==> src/rtl/mem_stage_pkg.sv <==
// Shared types and constants for the LEGv8 memory stage.
package mem_stage_pkg;

    localparam int unsigned CTRL_W        = 5;
    localparam int unsigned CTRL_BRANCH   = 4;
    localparam int unsigned CTRL_MEMREAD  = 3;
    localparam int unsigned CTRL_MEMWRITE = 2;
    localparam int unsigned CTRL_REGWRITE = 1;
    localparam int unsigned CTRL_MEMTOREG = 0;

    typedef enum logic [1:0] {
        IDLE = 2'd0,
        REQ  = 2'd1,
        WAIT = 2'd2
    } state_t;

endpackage

==> src/rtl/mem_stage_if.sv <==
// Data-memory request/response handshake between the memory stage and data memory.
interface mem_stage_if #(
    parameter int unsigned N = 64
) ();

    logic         dm_req_valid;
    logic         dm_req_ready;
    logic [N-1:0] dm_addr;
    logic [N-1:0] dm_wdata;
    logic         dm_we;
    logic         dm_rsp_valid;
    logic [N-1:0] dm_rdata;

    modport master (
        output dm_req_valid, dm_addr, dm_wdata, dm_we,
        input  dm_req_ready, dm_rsp_valid, dm_rdata
    );

    modport slave (
        input  dm_req_valid, dm_addr, dm_wdata, dm_we,
        output dm_req_ready, dm_rsp_valid, dm_rdata
    );

endinterface

==> src/rtl/mem_access_fsm.sv <==
// Data-memory access sequencer: issues the request, waits for load data,
// and holds the pipeline until the access completes.
module mem_access_fsm
    import mem_stage_pkg::*;
(
    input  logic clk,
    input  logic reset,
    input  logic req_en,
    input  logic is_store,
    input  logic req_ready,
    input  logic rsp_valid,
    output logic req_valid,
    output logic stall
);

    state_t state;
    state_t state_nxt;
    logic   done;

    always_ff @(posedge clk or negedge reset) begin
        if (!reset) begin
            state <= IDLE;
        end else begin
            state <= state_nxt;
        end
    end

    // Stores finish on acceptance; loads finish when the response arrives.
    always_comb begin
        state_nxt = state;
        req_valid = 1'b0;
        done      = 1'b0;
        case (state)
            IDLE, REQ: begin
                req_valid = req_en;
                if (!req_en) begin
                    state_nxt = IDLE;
                end else if (!req_ready) begin
                    state_nxt = REQ;
                end else if (is_store) begin
                    done      = 1'b1;
                    state_nxt = IDLE;
                end else begin
                    state_nxt = WAIT;
                end
            end
            WAIT: begin
                if (rsp_valid) begin
                    done      = 1'b1;
                    state_nxt = IDLE;
                end
            end
            default: state_nxt = IDLE;
        endcase
    end

    assign stall = req_en & ~done;

endmodule

==> src/rtl/mem_stage.sv <==
// LEGv8 memory stage: EX/MEM register, branch resolution, data-memory access
// and MEM/WB register. Optional MEM_STAGE_MISALIGN_CHECK_EN blocks unaligned accesses.
module mem_stage
    import mem_stage_pkg::*;
#(
    parameter int unsigned N    = 64,
    parameter int unsigned RD_W = 5
) (
    input  logic              clk,
    input  logic              reset,
    input  logic              valid_E,
    input  logic [N-1:0]      PCBranch_E,
    input  logic [N-1:0]      aluResult_E,
    input  logic [N-1:0]      writeData_E,
    input  logic              zero_E,
    input  logic [CTRL_W-1:0] ctrl_E,
    input  logic [RD_W-1:0]   rd_E,
    input  logic              flush,
    output logic              stall_M,
    output logic              PCSrc_M,
    output logic [N-1:0]      PCBranch_M,
    mem_stage_if.master       dm,
    output logic              valid_W,
    output logic [N-1:0]      result_W,
    output logic [RD_W-1:0]   rd_W,
`ifdef MEM_STAGE_MISALIGN_CHECK_EN
    output logic              misalign_W,
`endif
    output logic              RegWrite_W
);

    logic              valid_m;
    logic              zero_m;
    logic [CTRL_W-1:0] ctrl_m;
    logic [N-1:0]      alu_result_m;
    logic [N-1:0]      write_data_m;
    logic [RD_W-1:0]   rd_m;

    logic memop;
    logic misalign_m;
    logic req_en;
    logic req_valid;
    logic stall;

    assign memop = valid_m & (ctrl_m[CTRL_MEMREAD] | ctrl_m[CTRL_MEMWRITE]);

`ifdef MEM_STAGE_MISALIGN_CHECK_EN
    assign misalign_m = memop & (alu_result_m[2:0] != 3'b000);
`else
    assign misalign_m = 1'b0;
`endif

    assign req_en = memop & ~misalign_m;

    mem_access_fsm u_fsm (
        .clk       (clk),
        .reset     (reset),
        .req_en    (req_en),
        .is_store  (ctrl_m[CTRL_MEMWRITE]),
        .req_ready (dm.dm_req_ready),
        .rsp_valid (dm.dm_rsp_valid),
        .req_valid (req_valid),
        .stall     (stall)
    );

    assign stall_M         = stall;
    assign PCSrc_M         = valid_m & ctrl_m[CTRL_BRANCH] & zero_m;
    assign dm.dm_req_valid = req_valid;
    assign dm.dm_addr      = alu_result_m;
    assign dm.dm_wdata     = write_data_m;
    assign dm.dm_we        = ctrl_m[CTRL_MEMWRITE];

    // EX/MEM register; frozen (flush included) while an access is outstanding.
    always_ff @(posedge clk or negedge reset) begin
        if (!reset) begin
            valid_m      <= 1'b0;
            zero_m       <= 1'b0;
            ctrl_m       <= '0;
            alu_result_m <= '0;
            write_data_m <= '0;
            rd_m         <= '0;
            PCBranch_M   <= '0;
        end else if (!stall) begin
            valid_m      <= valid_E & ~flush;
            zero_m       <= zero_E;
            ctrl_m       <= ctrl_E;
            alu_result_m <= aluResult_E;
            write_data_m <= writeData_E;
            rd_m         <= rd_E;
            PCBranch_M   <= PCBranch_E;
        end
    end

    // MEM/WB register; a stalled cycle sends a bubble downstream.
    always_ff @(posedge clk or negedge reset) begin
        if (!reset) begin
            valid_W    <= 1'b0;
            result_W   <= '0;
            rd_W       <= '0;
            RegWrite_W <= 1'b0;
`ifdef MEM_STAGE_MISALIGN_CHECK_EN
            misalign_W <= 1'b0;
`endif
        end else if (stall) begin
            valid_W    <= 1'b0;
            RegWrite_W <= 1'b0;
`ifdef MEM_STAGE_MISALIGN_CHECK_EN
            misalign_W <= 1'b0;
`endif
        end else begin
            valid_W    <= valid_m;
            result_W   <= ctrl_m[CTRL_MEMTOREG] ? dm.dm_rdata : alu_result_m;
            rd_W       <= rd_m;
            RegWrite_W <= valid_m & ctrl_m[CTRL_REGWRITE] & ~misalign_m;
`ifdef MEM_STAGE_MISALIGN_CHECK_EN
            misalign_W <= misalign_m;
`endif
        end
    end

endmodule

==> src/flat_wrapper.sv <==
// flat-port wrapper written by rule: the top's interface ports become plain ports
module mem_stage_flat import mem_stage_pkg::*;
#(
    parameter int unsigned N    = 64,
    parameter int unsigned RD_W = 5
)
  (clk, reset, valid_E, PCBranch_E, aluResult_E, writeData_E, zero_E, ctrl_E, rd_E, flush, stall_M, PCSrc_M, PCBranch_M, valid_W, result_W, rd_W, RegWrite_W, dm_dm_req_valid, dm_dm_addr, dm_dm_wdata, dm_dm_we, dm_dm_req_ready, dm_dm_rsp_valid, dm_dm_rdata);
  mem_stage_if #(.N(N)) dm_i ();
  input  logic clk;
  input  logic reset;
  input  logic valid_E;
  input  logic [N-1:0] PCBranch_E;
  input  logic [N-1:0] aluResult_E;
  input  logic [N-1:0] writeData_E;
  input  logic zero_E;
  input  logic [CTRL_W-1:0] ctrl_E;
  input  logic [RD_W-1:0] rd_E;
  input  logic flush;
  output logic stall_M;
  output logic PCSrc_M;
  output logic [N-1:0] PCBranch_M;
  output logic valid_W;
  output logic [N-1:0] result_W;
  output logic [RD_W-1:0] rd_W;
  output logic RegWrite_W;
  output wire logic [$bits(dm_i.dm_req_valid)-1:0] dm_dm_req_valid;
  output wire logic [$bits(dm_i.dm_addr)-1:0] dm_dm_addr;
  output wire logic [$bits(dm_i.dm_wdata)-1:0] dm_dm_wdata;
  output wire logic [$bits(dm_i.dm_we)-1:0] dm_dm_we;
  input wire logic [$bits(dm_i.dm_req_ready)-1:0] dm_dm_req_ready;
  input wire logic [$bits(dm_i.dm_rsp_valid)-1:0] dm_dm_rsp_valid;
  input wire logic [$bits(dm_i.dm_rdata)-1:0] dm_dm_rdata;
  assign dm_dm_req_valid = dm_i.dm_req_valid;
  assign dm_dm_addr = dm_i.dm_addr;
  assign dm_dm_wdata = dm_i.dm_wdata;
  assign dm_dm_we = dm_i.dm_we;
  assign dm_i.dm_req_ready = dm_dm_req_ready;
  assign dm_i.dm_rsp_valid = dm_dm_rsp_valid;
  assign dm_i.dm_rdata = dm_dm_rdata;
  mem_stage #(.N(N), .RD_W(RD_W)) u_core (.clk(clk), .reset(reset), .valid_E(valid_E), .PCBranch_E(PCBranch_E), .aluResult_E(aluResult_E), .writeData_E(writeData_E), .zero_E(zero_E), .ctrl_E(ctrl_E), .rd_E(rd_E), .flush(flush), .stall_M(stall_M), .PCSrc_M(PCSrc_M), .PCBranch_M(PCBranch_M), .dm(dm_i), .valid_W(valid_W), .result_W(result_W), .rd_W(rd_W), .RegWrite_W(RegWrite_W));
endmodule
==> config.mk <==
export PLATFORM = sky130hd
export DESIGN_NAME = mem_stage_flat
export DESIGN_NICKNAME = d
export VERILOG_FILES = /design/src/rtl/mem_stage_pkg.sv /design/src/rtl/mem_stage_if.sv /design/src/rtl/mem_access_fsm.sv /design/src/rtl/mem_stage.sv /design/src/flat_wrapper.sv
export SDC_FILE = /design/constraint.sdc
export NUM_CORES = 1
export LEC_CHECK = 0
export ABC_AREA = 1
export BUFFER_PORTS_ARGS = -buffer_cell sky130_fd_sc_hd__buf_2
export CAP_MARGIN = 20
export CELL_PAD_IN_SITES_DETAIL_PLACEMENT = 2
export CELL_PAD_IN_SITES_GLOBAL_PLACEMENT = 2
export CORE_MARGIN = 1.5
export CORE_UTILIZATION = 28
export DETAILED_ROUTE_END_ITERATION = 10
export MAX_ROUTING_LAYER = met4
export PLACE_DENSITY_LB_ADDON = 0.1
export SLEW_MARGIN = 10
export SYNTH_ARGS = -nofsm -noshare
export SYNTH_HDL_FRONTEND = slang
export SYNTH_SLANG_ARGS = --single-unit
==> constraint.sdc <==
create_clock -name clk -period 1.9 [get_ports clk]
set_input_delay 0.38 -clock clk [delete_from_list [all_inputs] [get_ports clk]]
set_output_delay 0.38 -clock clk [all_outputs]
set_load 0.02 [all_outputs]
; Word-level counts from Yosys, hierarchy flattened
; Index checks and enable logic that the tools add are counted.
[word_totals]
reg_bits = 277
latch_bits = 0
mem_bits_rw = 0
mem_bits_ro = 0
in_bits = 273
mem_count = 0
[op_classes]
n_addsub = 0
multipliers = 0
div = 0
n_lt_le_gt_ge = 0
n_eq_ne = 3
shifts = 0
mux = 14
bitwise = 9
reduce_logical = 2
[ops]
columns = operator, count
row1 = $mux W64, 1
row2 = $mux W2, 4
row3 = $mux W1, 7
row4 = $and A1 B1 Y1, 6
row5 = $pmux W2 S2, 1
row6 = $eq A2 B1 Y1 const B, 1
row7 = $eq A2 B2 Y1 const B, 1
row8 = $logic_not A2 Y1, 1
row9 = $ne A2 B2 Y1 const B, 1
row10 = $not A1 Y1, 2
row11 = $pmux W1 S2, 1
row12 = $reduce_or A2 Y1, 1
row13 = $or A1 B1 Y1, 1

; Depth between registers and ports, before layout
; Gate-level depths: netlist of run 1.
[logic_depth]
ltp_word = 7
depth_mapped = 7

; Hierarchy
; Synthesis of run 1 repeated with hierarchy kept, for this count alone.
[hier_totals]
hier_cells = 1378
hier_area_um2 = 11370.9
[modules_own_cells]
columns = mod, n_inst, cells_per_inst, area_each_um2
row1 = mem_stage, 1, 1362, 11257.0
row2 = mem_access_fsm, 1, 16, 113.9

; Worst setup path before layout of run 1
; Ideal clock, no wire load.
[synth_path]
path_kind = reg-to-output
start = register u_core.ctrl_m[2]
end = output stall_M
arrival_time_ns = 1.316
required_ns = 1.520
path_slack_ns = 0.204
stages_incl_launch_ff = 7
path_buffers = 2
cell_sequence = dfrtp_1 > nor2_1 > nor2_2 > o211ai_2 > buf_4 > buf_2 > inv_1
[synth_via]
elab_chain_len = 6
word_cells_on_any_way = 8
[synth_lines]
columns = element, line_no
row1 = from (decl), mem_stage.sv:34  ; logic [CTRL_W-1:0] ctrl_m;
row2 = from (signal assigned), mem_stage.sv:86  ; ctrl_m <= ctrl_E;
row3 = $mux W1 or $or A1 B1 Y1 (tied branches), "mem_access_fsm.sv:40, mem_stage.sv:45"
row4 = $mux W1 or $and A1 B1 Y1 (tied branches), "mem_access_fsm.sv:38, mem_stage.sv:45"
row5 = $mux W1, mem_access_fsm.sv:36  ; if (!req_en) begin
row6 = $pmux W1 S2, mem_access_fsm.sv:33  ; case (state)
row7 = $not A1 Y1, mem_access_fsm.sv:57  ; assign stall = req_en & ~done;
row8 = $and A1 B1 Y1 (*), mem_access_fsm.sv:57
row9 = to (decl), flat_wrapper.sv:19  ; output logic stall_M;
; Every way passes the cells marked *; elsewhere a longest branch is shown, timed or not.

; Worst setup path in the final report of run 1
[layout_path]
start = register u_core.u_fsm.state[1]
end = output dm_dm_req_valid
[layout_via]
elab_chain_len = 3
word_cells_on_any_way = 4
[layout_lines]
columns = element, line_no
row1 = from (decl), mem_access_fsm.sv:16  ; state_t state;
row2 = from (signal assigned), mem_access_fsm.sv:24  ; state <= state_nxt;
row3 = $eq A2 B1 Y1 or $logic_not A2 Y1 (tied branches), mem_access_fsm.sv:33
row4 = $reduce_or A2 Y1 (*), mem_access_fsm.sv:33
row5 = $mux W1 (*), mem_access_fsm.sv:33
row6 = to (decl), flat_wrapper.sv:26  ; output wire logic [$bits(dm_i.dm_req_valid)-1:0] dm_dm_req_valid;
; Marked as above.

==> results.txt, run 1 <==
Crit Path Category - flop to primary output
Pre-CTS setup slack - 0.1421 ns
Power Dens Cells - 1992 nW/um^2
Routability cong. - 0.8080
# port buffers - 539
Residual DRC - 0
First-pass GRT wire length - 85,800 um
Clk_lat worst skew - 0.54 ns
CTS Sinks - 277
Max Clk Rate - 523.4 MHz
Period utilization - 100.6%
Clock Pin Slew Worst Setup and Hold Paths - 0.06 ns
# IOs - 540
Die ar. - 47,330 sq um
Syn_nets - 1,609
Reg2reg path depth - 4
Synth area leaders - dfrtp_1, o2111ai_1, nand2_1
Hold path depth - 3
Yosys cell types - 17
Detailed Routing Iterations Pass 1 - 4
Initial antenna violation count - 23
Detailed-route via count - 12,730
Synth area leader - dfrtp_1
Core Area - 45,380 sq um
Status - finished, violations left
Cell Area, Synth - 12,890 sq um
Ys Warns - 0
Final Max Slew Viols - 0
Wirelength per Cell - 23.10 um
Vias in the first global route - 13,940
Post-Layout Cell Count - 2,449
CTS tree - done
Final HPWL from detailed placement - 37,550 um
#FFs+latches synth - 277
Slew headroom - 35.91%
Endpoints failing hold - 0
Chip width - 217.5 um
Gate Count Post-Synth - 1,336
Pin count of the biggest net entering global routing - 154
Failing checks - negative setup slack
Crit end category - primary output
Maximum clock insertion buffer count - 3
Worst Path Required - 1.52 ns
Hold_sp - writeData_E[7]
CTS H-tree depth - 2
CP max FO - 4
VDD IR max - 0.9926 mV
Sequential cell area fraction in the yosys report - 53.78%
CTS root buffer - clkbuf_16
Worst-Margin Slew - 0.9614 ns
Final Critical Period - 1.911 ns
GRT Residual Overflow - 0
Antenna-violating nets left - 0
Area Growth Syn to Fin - 36.87%
Starting Density - 28.40%
R2R setup slack - 0.07 ns
Fin nets - 2,075
LEAKAGE - 9.042 nW
Synth top area share - 53.78%
Skew final - 0.007188 ns
Total global-route track usage - 24.18%
Reg2reg start - u_core.u_fsm.state[1]
Worst Path Arrival - 1.53 ns
Die height - 217.5 um
Drt via density - 5.197
Syn avg cell area - 9.647 sq um
Unrepaired setup endpoints after global routing - yes
Row cnt - 78
Hold/Removal Path Class - input port to flop
1st-iter DRT viols - 674
Fin worst setup slack - -0.01059 ns
Drt total wl - 56,570 um
Crit start category - flop
# Max-Cap Violations - 0
Worst Hold Endpoint - u_core.dm.dm_wdata[7]
Reg-to-Reg End - u_core.PCBranch_M[36]
CP Launch Point - u_core.u_fsm.state[1]
Placed insts - 2,353
Count of final setup violators - 1
CTS buffer count - 35
Layout cells sized above 1 - 39.12%
final cells by class:
type	count	area, sq um
fill	5069	27740
tap	600	750.7
inverter	8	30.03
clock buffer	55	1104
sequential	277	6940
multi-input combinational	893	5268
timing repair buffer	587	3413
clock inverter	5	75.07
antenna	24	60.06
cell usage in the layout, fill, tap and decap left out, drive strengths merged:
cell type and n:
buf 585, nand3b 1, inv 8, and3 1, dfrtp 277, nor2 3
bufinv 2, dlygate4sd3 2, nand2 548, o32ai 1, clkinv 3, o2111ai 272
clkbuf 55, o21ai 1, nand3 1, mux2 64, o211ai 1, diode 24
metrics by stage:
step / power [mW] / cell area [sq um] / setup TNS, ns / utilization, % / hold slack, ns
final: 35.14 / 17640 / -0.01059 / 38.87 / 0.04324
after global routing: 37.40 / 17640 / -0.1357 / 38.86 / 0.03833
after CTS: 35.61 / 17560 / -0.1021 / 38.70 / 0.01419
after detailed placement: 28.29 / 16280 / 0 / 35.86 / 0.3174
after global placement: 27.92 / 16280 / 0 / 35.86 / 0.3141
after floorplan: 21.01 / 12890 / 0 / - / 0.08441
synthesized netlist by cell type:
cell type / count
and3_1: 1
nor2_2: 1
buf_4: 2
buf_2: 83
buf_1: 13
clkbuf_1: 60
dfrtp_1: 277
o2111ai_1: 272
nand3_1: 1
o32ai_1: 1
nor2_1: 2
nand2_1: 548
o21ai_0: 1
inv_1: 8
nand3b_2: 1
o211ai_2: 1
mux2_2: 64
timing repair:
| action | CTS | global route |
|---|---|---|
| pin swaps | 4 | 2 |
| hold buffers | 2 | 0 |
| setup buffers | 10 | 1 |
| resized for setup | 13 | 2 |
| setup endpoints to repair | 2 | 12 |
| hold endpoints to repair | 32 | 0 |
worst max path at each step:
stage | to | cells past startpoint | slack [ns]
final | dm_dm_req_valid | 5 | -0.01
after global routing | dm_dm_req_valid | 6 | -0.07
after global placement | stall_M | 6 | 0.19
after CTS | stall_M | 4 | -0.06
after detailed placement | u_core.dm.dm_wdata[4] | 4 | 0.14
after floorplan | stall_M | 6 | 0.20
where the power goes:
group	internal [mW]	total, mW	switching, mW
Sequential	8.78	10.6	1.83
Combinational	5.72	17.6	11.9
Clock	4.24	6.89	2.65
routing by layer:
metal / track usage [%] / wire [um] / up-vias
li1: - / - / 5783
met1: 29.37 / 23460 / 6475
met4: 10.16 / 2078 / 0
met5: - / 0 / -
met2: 38.26 / 27120 / 375
met3: 5.955 / 3915 / 95
flip-flops by register name, summed over array words and instances, names as in the netlist:
name and count:
u_core.valid_m 1, u_core.result_W 64, u_core.valid_W 1, u_core.dm.dm_addr 64, u_core.zero_m 1, u_core.RegWrite_W 1, u_core.u_fsm.state 2, u_core.rd_m 5
u_core.dm.dm_wdata 64, u_core.ctrl_m 5, u_core.PCBranch_M 64, u_core.rd_W 5
critical path, stage by stage (launching register included):
cell and delay [ns]:
dfrtp_4 0.51, buf_4 0.18, inv_2 0.09, nand2_4 0.06
inv_2 0.05, buf_6 0.11
cell families after synthesis:
kind of cell           count (synthesis)  share of synthesized area, %
AO/OA/AOI/OAI                        275                         18.69
buffers and inverters                166                         5.699
flip-flops                           277                         53.78
multiplexers                          64                         5.592
AND/OR/NAND/NOR                      554                         16.24
No activity file was read; power rests on OpenSTA's default activity.
==> inputs of run 2 (changes only) <==
--- a/config.mk
+++ b/config.mk
@@ -10,7 +10,7 @@
 export CAP_MARGIN = 20
 export CELL_PAD_IN_SITES_DETAIL_PLACEMENT = 2
 export CELL_PAD_IN_SITES_GLOBAL_PLACEMENT = 2
-export CORE_MARGIN = 1.5
+export CORE_MARGIN = 10
 export CORE_UTILIZATION = 28
 export DETAILED_ROUTE_END_ITERATION = 10
 export MAX_ROUTING_LAYER = met4
==> run 2 against run 1 <==
  * The flow now finishes without violations
  * Final cell count about the same
  * Die area up 16%
  * Hold slack worse by 0.0091 ns
  * Clock power down 2%
  * Total power about the same
  * Count of clock-buffer cells in the layout up 6
  * Combinational power about the same
  * Final area down 0.41%
  * Setup slack better by 0.018 ns
==> results.txt, run 2 (same netlist as run 1, synthesis figures left out) <==
Row cnt - 78 (unchanged)
Max Clk Rate - 528.3 MHz (was 523.4 MHz)
Drt via density - 5.156 (was 5.197)
CTS root buffer - clkbuf_16 (unchanged)
Pin count of the biggest net entering global routing - 152 (was 154)
Met2 usage - 35.57% (was 38.26%)
Worst-Margin Slew - 0.8181 ns (was 0.9614 ns)
Reg2reg start - u_core.ctrl_m[2] (was u_core.u_fsm.state[1])
Worst Path Required - 1.52 ns (about the same)
Vias in the first global route - 13,830 (was 13,940)
GR Util met3 - 6.345% (was 5.955%)
CTS buffer count - 37 (was 35)
Total global-route track usage - 22.23% (was 24.18%)
Period utilization - 99.62% (was 100.6%)
Initial antenna violation count - 21 (was 23)
Worst Hold Endpoint - u_core.dm.dm_wdata[21] (was u_core.dm.dm_wdata[7])
Pre-CTS setup slack - 0.03612 ns (was 0.1421 ns)
Fin worst setup slack - 0.007233 ns (was -0.01059 ns)
LEAKAGE - 8.991 nW (was 9.042 nW)
Reg2reg path depth - 6 (was 4)
Clock Pin Slew Worst Setup and Hold Paths - 0.05 ns (was 0.06 ns)
Wirelength per Cell - 25.51 um (was 23.10 um)
Antenna-violating nets left - 0 (unchanged)
Fin nets - 2,077 (was 2,075)
Routability cong. - 0.7710 (was 0.8080)
Clk_lat worst skew - 0.55 ns (was 0.54 ns)
Core Area - 45,480 sq um (was 45,380 sq um)
Skew final - 0.01793 ns (was 0.007188 ns)
Die ar. - 55,010 sq um (was 47,330 sq um)
# Max-Cap Violations - 0 (unchanged)
Layout cells sized above 1 - 38.34% (was 39.12%)
# port buffers - 539 (unchanged)
Worst hold margin - 0.03417 ns (was 0.04324 ns)
Reg-to-Reg End - u_core.result_W[39] (was u_core.PCBranch_M[36])
Die height - 234.5 um (was 217.5 um)
Final HPWL from detailed placement - 41,990 um (was 37,550 um)
GRT Residual Overflow - 0 (unchanged)
Detailed Routing Iterations Pass 1 - 4 (unchanged)
Crit start category - flop (unchanged)
Worst Path Arrival - 1.51 ns (was 1.53 ns)
CTS H-tree depth - 2 (unchanged)
# IOs - 540 (unchanged)
Endpoints failing hold - 0 (unchanged)
Detailed-route via count - 12,640 (was 12,730)
VDD IR max - 0.9020 mV (was 0.9926 mV)
Unrepaired setup endpoints after global routing - yes (unchanged)
First-pass GRT wire length - 90,980 um (was 85,800 um)
Crit end category - primary output (unchanged)
Hold/Removal Path Class - input port to flop (unchanged)
FF+latch area - 6940 sq um (unchanged)
GR peak layer - met2 (unchanged)
Grt met1 use - 26.66% (was 29.37%)
CTS Sinks - 277 (unchanged)
Final Max Slew Viols - 0 (unchanged)
Commonest non-fill, non-tap cells in the layout - nand2_1, buf_2, dfrtp_1 (unchanged)
Commonest non-fill, non-tap cell in the layout - nand2_1 (unchanged)
Maximum clock insertion buffer count - 3 (unchanged)
Crit Path Category - flop to primary output (unchanged)
Hold_sp - writeData_E[21] (was writeData_E[7])
Hold path depth - 3 (unchanged)
Multi-input logic area - 5263 sq um (was 5268 sq um)
CP max FO - 5 (was 4)
Final Critical Period - 1.893 ns (was 1.911 ns)
Chip width - 234.5 um (was 217.5 um)
Area Growth Syn to Fin - 36.31% (was 36.87%)
Residual DRC - 0 (unchanged)
Fillers - 5,088 (was 5,069)
1st-iter DRT viols - 814 (was 674)
CTS tree - done (unchanged)
Slew headroom - 45.46% (was 35.91%)
Starting Density - 28.34% (was 28.40%)
Count of final setup violators - 0 (was 1)
R2R setup slack - 0.09 ns (was 0.07 ns)
Drt total wl - 62,520 um (was 56,570 um)
Status - finished, final reports clean (was finished, violations left)
Power Dens Cells - 2002 nW/um^2 (was 1992 nW/um^2)
-- run 2: cell count changes in the layout (fill, tap and decap cells not counted), moves of 2 or more --
cell / delta
clkbuf_16: +3
buf_4: -3
clkbuf_8: -4
clkbuf_1: +8
bufinv_16: -2
buf_12: -6
diode_2: -4
dlygate4sd3_1: +9
-- run 2: power breakdown --
group / switching, mW / internal, mW
registers: 1.91 / 8.78
clock network: 2.72 / 4.04
logic: 12.2 / 5.47
-- run 2: worst max path at each step --
stage	from	end	slack, ns
finish	u_core.u_fsm.state[1]	stall_M	0.007
global route	u_core.ctrl_m[2]	stall_M	-0.06
CTS	u_core.ctrl_m[2]	stall_M	-0.09
detailed placement	u_core.ctrl_m[2]	u_core.rd_m[0]	0.04
global placement	dm_dm_req_ready	u_core.valid_m	0.05
floorplan	u_core.ctrl_m[2]	stall_M	0.20
-- run 2: critical path: stages, from the launching register on --
cell	delay (ns)
dfrtp_4	0.52
o211ai_4	0.24
inv_2	0.07
buf_6	0.13
-- run 2: routing by layer --
metal | part of all wire, % | wire (um)
met3 | 7.0 | 4357
met5 | 0 | 0
met4 | 2.1 | 1324
met1 | 42 | 25950
met2 | 49 | 30880
-- run 2: per-stage QoR --
stage                     area [sq um]  setup TNS [ns]  util [%]  total power [mW]  cells
after CTS                        17440         -0.1530     38.36             35.50   2424
after floorplan                  12890               0         -             21.01   1336
after detailed placement         16130               0     35.46             28.35   2345
after global placement           16130               0     35.46             28.05   2345
final                            17570               0     38.63             35.16   2451
after global routing             17570         -0.1043     38.63             37.54   2451
-- run 2: layout make-up --
class | count | share of cell area (%)
Clock buffer | 61 | 6.424
Timing Repair Buffer | 587 | 19.21
Inverter | 8 | 0.1709
Sequential cell | 277 | 39.51
Antenna cell | 20 | 0.2849
Multi-Input combinational cell | 893 | 29.96
Tap cell | 600 | 4.273
Clock inverter | 5 | 0.1780
-- run 2: what timing repair did --
action | 4_1_cts | 5_1_grt
resized for setup | 11 | 1
hold endpoints to repair | 37 | 0
pin swaps | 3 | 3
setup buffers | 2 | 6
hold buffers | 11 | 0
endpoints found under the setup margin | 4 | 116
gates cloned | 0 | 1
